File: src/rtl/ps2_mouse_packer.sv
// Packs the 3-byte PS/2 mouse stream into the 25-bit SNES mouse word.
// Drops partial packets on bad headers, receiver errors and inter-byte timeouts.
module ps2_mouse_packer #(
  parameter logic [15:0] TIMEOUT = 16'd43000
) (
  input  logic        clk_i,
  input  logic        reset_i,
  input  logic [7:0]  rx_data_i,
  input  logic        rx_valid_i,
  input  logic        rx_err_i,
  output logic [24:0] mouse_o,
  output logic        pkt_err_o
);

  // state | meaning
  // S_HDR | waiting for header byte (bit3 must be 1)
  // S_DX  | header held, waiting for X movement byte
  // S_DY  | header and X held, waiting for Y movement byte
  typedef enum logic [1:0] {S_HDR, S_DX, S_DY} state_t;

  state_t      state_q, state_d;
  logic [7:0]  hdr_q, hdr_d;
  logic [7:0]  dx_q, dx_d;
  logic [15:0] cnt_q, cnt_d;
  logic [24:0] mouse_q, mouse_d;
  logic        pkt_err_q, pkt_err_d;
  logic [7:0]  x_sat, y_sat;
  logic        tmo_hit;

  // Overflowed axes saturate; the sign-to-fill mapping is fixed by the SNES side.
  assign x_sat   = hdr_q[6] ? (hdr_q[4] ? 8'h00 : 8'hFF) : dx_q;
  assign y_sat   = hdr_q[7] ? (hdr_q[5] ? 8'h00 : 8'hFF) : rx_data_i;
  assign tmo_hit = (cnt_q == TIMEOUT - 16'd1);

  always_comb begin
    state_d   = state_q;
    hdr_d     = hdr_q;
    dx_d      = dx_q;
    cnt_d     = cnt_q;
    mouse_d   = mouse_q;
    pkt_err_d = 1'b0;
    if (rx_err_i) begin
      state_d   = S_HDR;
      cnt_d     = '0;
      pkt_err_d = 1'b1;
    end else begin
      case (state_q)
        S_HDR: begin
          cnt_d = '0;
          if (rx_valid_i) begin
            if (rx_data_i[3]) begin
              // bit3 is the sync marker and always reads 0 in the output word
              hdr_d   = rx_data_i & 8'hF7;
              state_d = S_DX;
            end else begin
              pkt_err_d = 1'b1;
            end
          end
        end
        S_DX: begin
          if (rx_valid_i) begin
            dx_d    = rx_data_i;
            cnt_d   = '0;
            state_d = S_DY;
          end else if (tmo_hit) begin
            cnt_d     = '0;
            state_d   = S_HDR;
            pkt_err_d = 1'b1;
          end else begin
            cnt_d = cnt_q + 16'd1;
          end
        end
        S_DY: begin
          if (rx_valid_i) begin
            mouse_d = {~mouse_q[24], y_sat, x_sat, hdr_q};
            cnt_d   = '0;
            state_d = S_HDR;
          end else if (tmo_hit) begin
            cnt_d     = '0;
            state_d   = S_HDR;
            pkt_err_d = 1'b1;
          end else begin
            cnt_d = cnt_q + 16'd1;
          end
        end
        default: begin
          state_d = S_HDR;
          cnt_d   = '0;
        end
      endcase
    end
  end

  always_ff @(posedge clk_i) begin
    if (reset_i) begin
      state_q   <= S_HDR;
      hdr_q     <= '0;
      dx_q      <= '0;
      cnt_q     <= '0;
      mouse_q   <= '0;
      pkt_err_q <= 1'b0;
    end else begin
      state_q   <= state_d;
      hdr_q     <= hdr_d;
      dx_q      <= dx_d;
      cnt_q     <= cnt_d;
      mouse_q   <= mouse_d;
      pkt_err_q <= pkt_err_d;
    end
  end

  assign mouse_o   = mouse_q;
  assign pkt_err_o = pkt_err_q;

endmodule

File: config.mk
export PLATFORM = sky130hd
export DESIGN_NAME = ps2_mouse_packer
export DESIGN_NICKNAME = d
export VERILOG_FILES = /design/src/rtl/ps2_mouse_packer.sv
export SDC_FILE = /design/constraint.sdc
export NUM_CORES = 1
export LEC_CHECK = 0
export CAP_MARGIN = 20
export CORE_MARGIN = 2
export CORE_UTILIZATION = 59
export CTS_BUF_LIST = sky130_fd_sc_hd__clkbuf_8
export DETAILED_ROUTE_END_ITERATION = 10
export PLACE_DENSITY = 0.86
export SLEW_MARGIN = 20
export SYNTH_ARGS = -nofsm -noshare
export SYNTH_HDL_FRONTEND = slang
export SYNTH_SLANG_ARGS = --single-unit
File: constraint.sdc
create_clock -name clk_i -period 2.8 [get_ports clk_i]
set_input_delay 0.56 -clock clk_i [delete_from_list [all_inputs] [get_ports clk_i]]
set_output_delay 0.56 -clock clk_i [all_outputs]
set_load 0.005 [all_outputs]
; Word level (Yosys, flattened, before mapping)
; Index checks and enable logic that the tools add are counted.
[totals]
reg_bits = 58
input_bits = 12
output_inout_bits = 26
elab_cells = 39
[classes]
add_sub_neg = 1
n_eq_ne = 5
n_mux = 16
bitwise_logic = 3
n_reduce_logical = 8
[ops]
columns = op, count
row1 = $mux 8, 4
row2 = $add 16x1->16 const B, 1
row3 = $eq 16x16->1 const B, 1
row4 = $mux 2, 5
row5 = $pmux 2 s3, 1
row6 = $reduce_and 3->1, 2
row7 = $mux 1, 5
row8 = $reduce_or 5->1, 1
row9 = $ne 2x2->1 const B, 2
row10 = $reduce_and 4->1, 1
row11 = $reduce_or 2->1, 2
row12 = $not 1->1, 3
row13 = $eq 2x1->1 const B, 1
row14 = $eq 2x2->1 const B, 1
row15 = $logic_not 2->1, 1
row16 = $pmux 1 s2, 1
row17 = $reduce_and 2->1, 1

; Longest topological paths before layout
; Gate-level depths: netlist (run 1).
[logic_depth]
ltp_word = 5
ltp_mapped = 7

; Least setup slack after synthesis (run 1)
; No wires, ideal clock.
[synth_timing]
path_kind = flip-flop to flip-flop
from = register cnt_q[0]
to = register cnt_q[14]
setup_time_ns = 0.115
arrival_time_ns = 1.483
t_required_ns = 2.685
slack_ns = 1.203
stages_incl_launch_ff = 7
path_buffers = 1
synth_period_minus_slack_ns = 1.597
cell_sequence = dfxtp_1 > ha_1 > nand4_1 > nor4_4 > nand3b_2 > buf_6 > nor2_1
[synth_between]
elab_chain_cells = 2
word_cells_on_any_way = 3
[synth_rtl]
columns = element, line_no
row1 = from (decl), 24  ; logic [15:0] cnt_q, cnt_d;
row2 = from (signal assigned), 106  ; cnt_q <= cnt_d;
row3 = "parallel branches: the longest is 2 deep, another holds $add 16x1->16", n/a
; Several ways; the timed one is not identified.
; A chain may end at the register's enable or synchronous reset.

; Worst setup path after layout (run 1)
[layout_timing]
from = input port rx_valid_i
to = register mouse_q[23] (netlist: mouse_o[23])
[layout_between]
elab_chain_cells = 1
[layout_rtl]
columns = element, line_no
row1 = from (decl), 9  ; input logic rx_valid_i,
row2 = $reduce_and 3->1 (no source line), n/a
row3 = to (signal assigned), 107  ; mouse_q <= mouse_d;
row4 = to (decl), 25  ; logic [24:0] mouse_q, mouse_d;
; No other way between the ends.

==> metrics.md, run 1 <==
| Metric | Value |
|---|---|
| Fin crit period | between 1500 and 2000 ps |
| Post-synthesis mux area share | 0 |
| CTS sink cnt | 58 |
| Vias in the first global route | between 2000 and 2500 |
| Input/output buffers | 36 |
| Largest family of logic cells by synthesized area | simple AND/OR/NAND/NOR gates |
| Max Freq | about 0.54 GHz |
| Slew Limit Fails | 0 |
| Final Hold Fails | 0 |
| Cell taking the most area after synthesis | dfxtp_1 |
| Final instance area | between 2000 and 3000 sq um |
| RR Startpoint | cnt_q[0] |
| TritonCTS buffer count | 9 |
| WL per Instance | ~13 um |
| Commonest non-fill, non-tap cell in the layout | dfxtp_1 |
| Post-cts sizing count | 0 |
| Vias | about 2100 |
| Average cell area after synthesis | between 8 and 9 sq um |
| Final period util | 0.661 |
| Root Driver | clkbuf_8 |
| Worst ir drop on vdd | around 0.37 mV |
| Fin util | 0.743 |
| Initial antenna violation count | 0 |
| Post-synthesis compound-gate area fraction | 0.160 |
| Synth Area in Simple Gates | 0.236 |
| Cell Area, Synth | roughly 2400 sq um |
| GR Overflow Total | 0 |
| Number of I/O pins | 38 |
| Synth top area share | 0.477 |
| First-iteration detailed-routing DRC count | between 150 and 200 |
| Synthesis-stage register bit count | 58 |
| # H-tree levels | 3 |
| Post-synth cell types | 36 |
| ANT nets after route | 0 |
| All-layer global routing usage | 0.253 |
| Worst Path Arrival | ~2100 ps |
| DP Area | approximately 2800 sq um |
| First-pass GRT wire length | 8650 um |
| RSZ-0062 raised after global routing | no |
| Hold bufs inserted after CTS | 0 |
| Final net count | 346 |
| Hold Startpoint | mouse_o[7] |
| Worst Setup End Kind | flip-flop |
| Commonest non-fill, non-tap cells in the layout | dfxtp_1, nand2_1, a21oi_1, nor2_1, clkdlybuf4s50_1 |
| Initial Util | 0.609 |
| Longest Clk Path Bufs | 2 |
| # fillers | between 300 and 400 |
| Core ar. | roughly 4000 sq um |
| FF/Latch Area | 1160 sq um |
| HP Class | flip-flop to flip-flop |
| Syn_nets | 312 |
| Static Leakage | 0.000948 uW |
| DRT Wirelength | approximately 5000 um |
| Clock transition at the registers of the reported paths | around 60 ps |
| # Post-CTS Setup Buffers | 0 |
| Final setup violation count | 0 |
| Crit path kind | input pin to flip-flop |
| Max-cap violation count | 0 |
| Multi-input logic area | ~1200 sq um |
| Die X | about 68 um |
| Clock tree from TritonCTS | done |
| DRT Pass-1 Iters | 5 |
| PwrDens | about 530 nW/um^2 |
| Pin count of the biggest net entering global routing | 42 |
| Synth area leaders | dfxtp_1, a21oi_1, nand2_1 |
| Post-synthesis xor/xnor area fraction | 0.0503 |
| ANT cells | 0 |
| Clk_lat worst skew | about 330 ps |
| HPWL Detailed | between 3000 and 4000 um |
| Die height | approximately 70 um |
| Via-to-Cell Ratio | ~5.6 |
| Sequential fraction of the synthesis area | 0.477 |
| Status | finished clean |
| Die area | 4660 sq um |
| Adder and majority gate portion of the synthesized area | 0.0257 |
| Rows | 23 |
| Worst clock skew | a little under 6 ps |
| Layout cell share with drive strength beyond 1 | 0.0659 |
| Area Overhead vs Synth | 22.0% |
| Req. time, crit path | 3040 ps |
| CP Max Fanout | 36 |
| DRC viols | 0 |
| Synth warn | 0 |
| Gpl congestion | ~0.8 |
| CP Launch Type | input pin |
| Critical path origin | rx_valid_i |
| Gate Count Post-Synth | between 200 and 300 |
| Setup tns final | 0 ps |
[worst max-delay path, cell delays in order]
cell             delay (ps)
clkdlybuf4s50_1         590
nor2b_1                 190
and2_1                  130
buf_4                   320
nor2_1                   70
a211oi_1                220
[logic make-up (layout without fill, tap and decap cells)]
family,count (synthesis),in the layout
and+or+nand+nor,124,124
AOI/OAI and AO/OA,66,66
adders and majority gates,5,5
buffers and inverters,27,66
xor gates and xnor gates,14,14
DFF,58,58
other,1,1
[flip-flops by register name (all words and copies together) (netlist names)]
name       count
mouse_o       24
cnt_q         16
dx_q           8
hdr_q          7
state_q        2
pkt_err_o      1
[path summary, 6_finish.rpt]
path | end | slack, ps | depth (start not counted)
min reg2reg | mouse_o[7] | 450 | 2
max reg2reg | cnt_q[13] | 990 | 5
max | mouse_o[23] | 950 | 6
min | mouse_o[7] | 450 | 2
[synthesized netlist by cell type]
master	n
a41oi_1	1
nand3_1	14
nor4_1	4
ha_1	5
nor4_4	1
nand4_2	1
nor2b_1	3
nand2_1	49
inv_1	10
o31ai_1	1
or2_2	1
nand4bb_1	1
a211oi_1	12
a221oi_1	1
buf_6	1
nand3b_2	1
a21boi_0	1
and2_1	1
and3_1	2
o211ai_1	4
nor3_1	3
clkinv_1	1
conb_1	1
o21ai_0	3
nand4_1	3
buf_4	2
buf_2	4
a31oi_1	1
or3_1	3
or3b_1	1
dfxtp_1	58
clkbuf_1	9
a2111oi_1	1
xnor2_1	14
nor2_1	36
a21oi_1	41
[metrics by stage]
stage / hold WS, ps / setup slack, ps / total power [uW] / cells
finish: 454 / 949 / 1560 / 384
global placement: 439 / 646 / 926 / 368
CTS: 456 / 963 / 1580 / 384
floorplan: 432 / 1200 / 894 / 295
global route: 470 / 793 / 1620 / 384
detailed placement: 447 / 610 / 928 / 368
[routing by layer]
metal | part of all wire | GRT usage
met1 | 0.43 | 0.283
met3 | 0.046 | 0.0872
met5 | 0 | 0
met2 | 0.51 | 0.420
met4 | 0.022 | 0.135
[layout make-up]
class | count | area share
Clock buffer | 10 | 0.0463
Sequential cell | 58 | 0.391
Tap cell | 50 | 0.0210
Clock inverter | 6 | 0.0114
Multi-Input combinational cell | 210 | 0.388
Inverter | 11 | 0.0139
Timing Repair Buffer | 39 | 0.129
[where the power goes]
part           switching [uW]  internal, uW  total, uW
Combinational            43.5          30.2       73.6
Clock                     316           336        652
Sequential               5.02           832        837
Total                     365          1200       1560
(Power assumes the default switching activity.)
==> inputs of run 2 (changes only) <==
CORE_UTILIZATION = 50   (was 59)
PLACE_DENSITY = 0.78   (was 0.86)
clock period = 1.6 ns   (was 2.8 ns; I/O delays follow)
==> run 2 against run 1 <==
Against the previous run:
- the flow now finishes with violations (negative setup slack)
- hold slack is essentially flat
- non-clock buffer count is 32 higher
- combinational power rose by 130%
- critical path depth unchanged
- count of clock-buffer cells in the layout up 1
- critical endpoint is now cnt_q[15]
- largest cell class is now multi-input gates
- highest routed layer unchanged
==> metrics.md, run 2 (synthesis results as in run 1) <==
| Metric | Value |
|---|---|
| CP max-delay cell | dfxtp_2 (was clkdlybuf4s50_1) |
| Slew Limit Fails | 0 (unchanged) |
| Hold Slack | 454 ps (about the same) |
| Placed cells | 413 (was 368) |
| CP Max Fanout | 3 (was 36) |
| Final setup violation count | 1 (was 0) |
| Final setup margin | -13.9 ps (was 949 ps) |
| Core ar. | 4720 sq um (was 4000 sq um) |
| Via-to-Cell Ratio | 5.19 (was 5.57) |
| Net Switching | 639 uW (was 365 uW) |
| # H-tree levels | 3 (unchanged) |
| Status | finished, violations left (was finished clean) |
| Req. time, crit path | 1860 ps (was 3040 ps) |
| Static Leakage | 0.00116 uW (was 0.000948 uW) |
| Die X | 73.8 um (was 68.3 um) |
| P_int | 2160 uW (was 1200 uW) |
| Rows | 25 (was 23) |
| Failing checks | negative setup slack |
| Vias in the first global route | 2041 (was 2028) |
| Vias | 2243 (was 2139) |
| Final net count | 378 (was 346) |
| ANT nets after route | 0 (unchanged) |
| DRT Wirelength | 5650 um (was 5040 um) |
| Crit path kind | flip-flop to flip-flop (was input pin to flip-flop) |
| Die area | 5450 sq um (was 4660 sq um) |
| Final instance area | 3340 sq um (was 2970 sq um) |
| Final period util | 1.01 |
| Combinational Power Share | 0.059 (was 0.047) |
| Worst Path Arrival | 1880 ps (was 2090 ps) |
| ANT cells | 0 (unchanged) |
| Number of I/O pins | 38 (unchanged) |
| Layout Cells excl Fill | 432 (was 384) |
| Setup tns final | -13.9 ps (was 0 ps) |
| Multi-input logic area | 1210 sq um (was 1150 sq um) |
| Die height | 73.8 um (was 68.3 um) |
| Max-cap violation count | 0 (unchanged) |
| Worst clock skew | 8.52 ps (was 5.95 ps) |
| Worst ir drop on vdd | 0.533 mV (was 0.370 mV) |
| Net Sw Frac | 0.229 (was 0.233) |
| Area Overhead vs Synth | 37.0% (was 22.0%) |
| Layout cell share with drive strength beyond 1 | 0.208 (was 0.0659) |
| Top cell family by delay on the critical path | simple AND/OR/NAND/NOR gates (was buffers and inverters) |
| Longest Clk Path Bufs | 2 (unchanged) |
| FF/Latch Area | 1170 sq um (was 1160 sq um) |
| CP cell instances | buf_4 -> buf_4 -> nand4_2 -> or3_1 -> or3_1 -> a21oi_1 (was clkdlybuf4s50_1 -> nor2b_1 -> and2_1 -> buf_4 -> nor2_1 -> a211oi_1) |
| Final Hold Fails | 0 (unchanged) |
| All-layer global routing usage | 0.215 (was 0.253) |
| DRT Pass-1 Iters | 4 (was 5) |
| Sequential share of power | 0.523 (was 0.535) |
| Max Freq | between 0.6 and 0.7 GHz |
| Input/output buffers | 36 (unchanged) |
| HPWL Detailed | 3790 um (was 3490 um) |
| Initial Util | 0.516 (was 0.609) |
| Worst Setup End Kind | flip-flop (unchanged) |
| WL per Instance | 13.1 um (about the same) |
| Gpl congestion | 0.867 (was 0.820) |
| Initial antenna violation count | 0 (unchanged) |
| CP Launch Type | flip-flop (was input pin) |
| Commonest non-fill, non-tap cell in the layout | dfxtp_1 (unchanged) |
| Clk_lat worst skew | 330 ps (about the same) |
| HP Class | flip-flop to flip-flop (unchanged) |
| Clock tree from TritonCTS | done (unchanged) |
| Commonest non-fill, non-tap cells in the layout | dfxtp_1, nand2_1, a21oi_1, clkdlybuf4s50_1, buf_4 (was dfxtp_1, nand2_1, a21oi_1, nor2_1, clkdlybuf4s50_1) |
| First-pass GRT wire length | 8870 um (was 8650 um) |
| Fin crit period | approximately 1600 ps |
| Pin count of the biggest net entering global routing | 42 (unchanged) |
| Max reg flops | 24 (unchanged) |
| Power share of the clock group | 0.417 (about the same) |
| Root Driver | clkbuf_8 (unchanged) |
| DP Area | 3060 sq um (was 2800 sq um) |
| Slowest stage delay, CP | 360 ps (was 590 ps) |
| PwrDens | 838 nW/um^2 (was 526 nW/um^2) |
| # fillers | 370 (was 301) |
| DRC viols | 0 (unchanged) |
| RSZ-0062 raised after global routing | yes (was no) |
| First-iteration detailed-routing DRC count | 117 (was 174) |
| TritonCTS buffer count | 9 (unchanged) |
| GR Overflow Total | 0 (unchanged) |
| CTS sink cnt | 58 (unchanged) |
| Clock transition at the registers of the reported paths | 70 ps (was 60 ps) |
| Critical path buffer and inverter count | 2 (unchanged) |
-- run 2: changes by cell type in the layout (fill, tap and decap cells not counted), sizes merged --
cell / delta
buf: +32
clkinvlp: -2
clkbuf: +1
-- run 2: layer usage --
metal,GRT usage,part of all wire,vias up
met2,0.354,0.50,47
met1,0.258,0.43,1047
met4,0.111,0.019,0
met5,0,0,-
li1,-,-,1140
met3,0.0508,0.045,9
-- run 2: power groups by stage --
stage | clock (uW) | sequential [uW] | combinational (uW)
2_1_floorplan | 0 | 1490 | 72.1
3_3_place_gp | 0 | 1490 | 150
3_5_place_dp | 0 | 1490 | 152
4_1_cts | 1180 | 1460 | 160
5_1_grt | 1240 | 1460 | 181
6_report | 1170 | 1460 | 166
-- run 2: final cells by class --
class                   count  share of cell area
multi-input cells         210               0.363
clock buffers              11              0.0454
repair buffers             71               0.198
flip-flops and latches     58               0.351
well taps                  67              0.0251
inverters                  11              0.0124
clock inverters             4             0.00562
-- run 2: tightest hold or removal path, delay by kind of cell, from the launching register on --
family          cells  cell delay [ps]
flops               1              310
simple gates        1               50
compound gates      1               50
-- run 2: final timing paths --
check                                start         end  slack [ps]  cells after the start
worst min-delay path            mouse_o[5]  mouse_o[5]         450                      2
worst max-delay path              cnt_q[0]   cnt_q[15]         -10                      6
worst max register to register    cnt_q[0]   cnt_q[15]         -10                      6
worst min register to register  mouse_o[5]  mouse_o[5]         450                      2
-- run 2: repair_timing --
| item | CTS | global route |
|---|---|---|
| gates resized for setup | 8 | 21 |
| pin swaps | 3 | 8 |
| hold buffers | 0 | 0 |
| setup buffers | 2 | 2 |
| setup endpoints to repair | 15 | 19 |
-- run 2: metrics by stage --
stage	setup slack, ps	power (uW)	utilization
3_3_place_gp	-217	1640	0.647
6_report	-13.9	2800	0.707
5_1_grt	-68.1	2890	0.707
4_1_cts	4.02	2800	0.692
2_1_floorplan	2.70	1570	-
3_5_place_dp	-213	1650	0.647
==> inputs of run 3 (changes only) <==
SLEW_MARGIN = not set   (was 20)
==> results of run 3 <==
Final layout, timing and power as in run 2 (identical DEF).
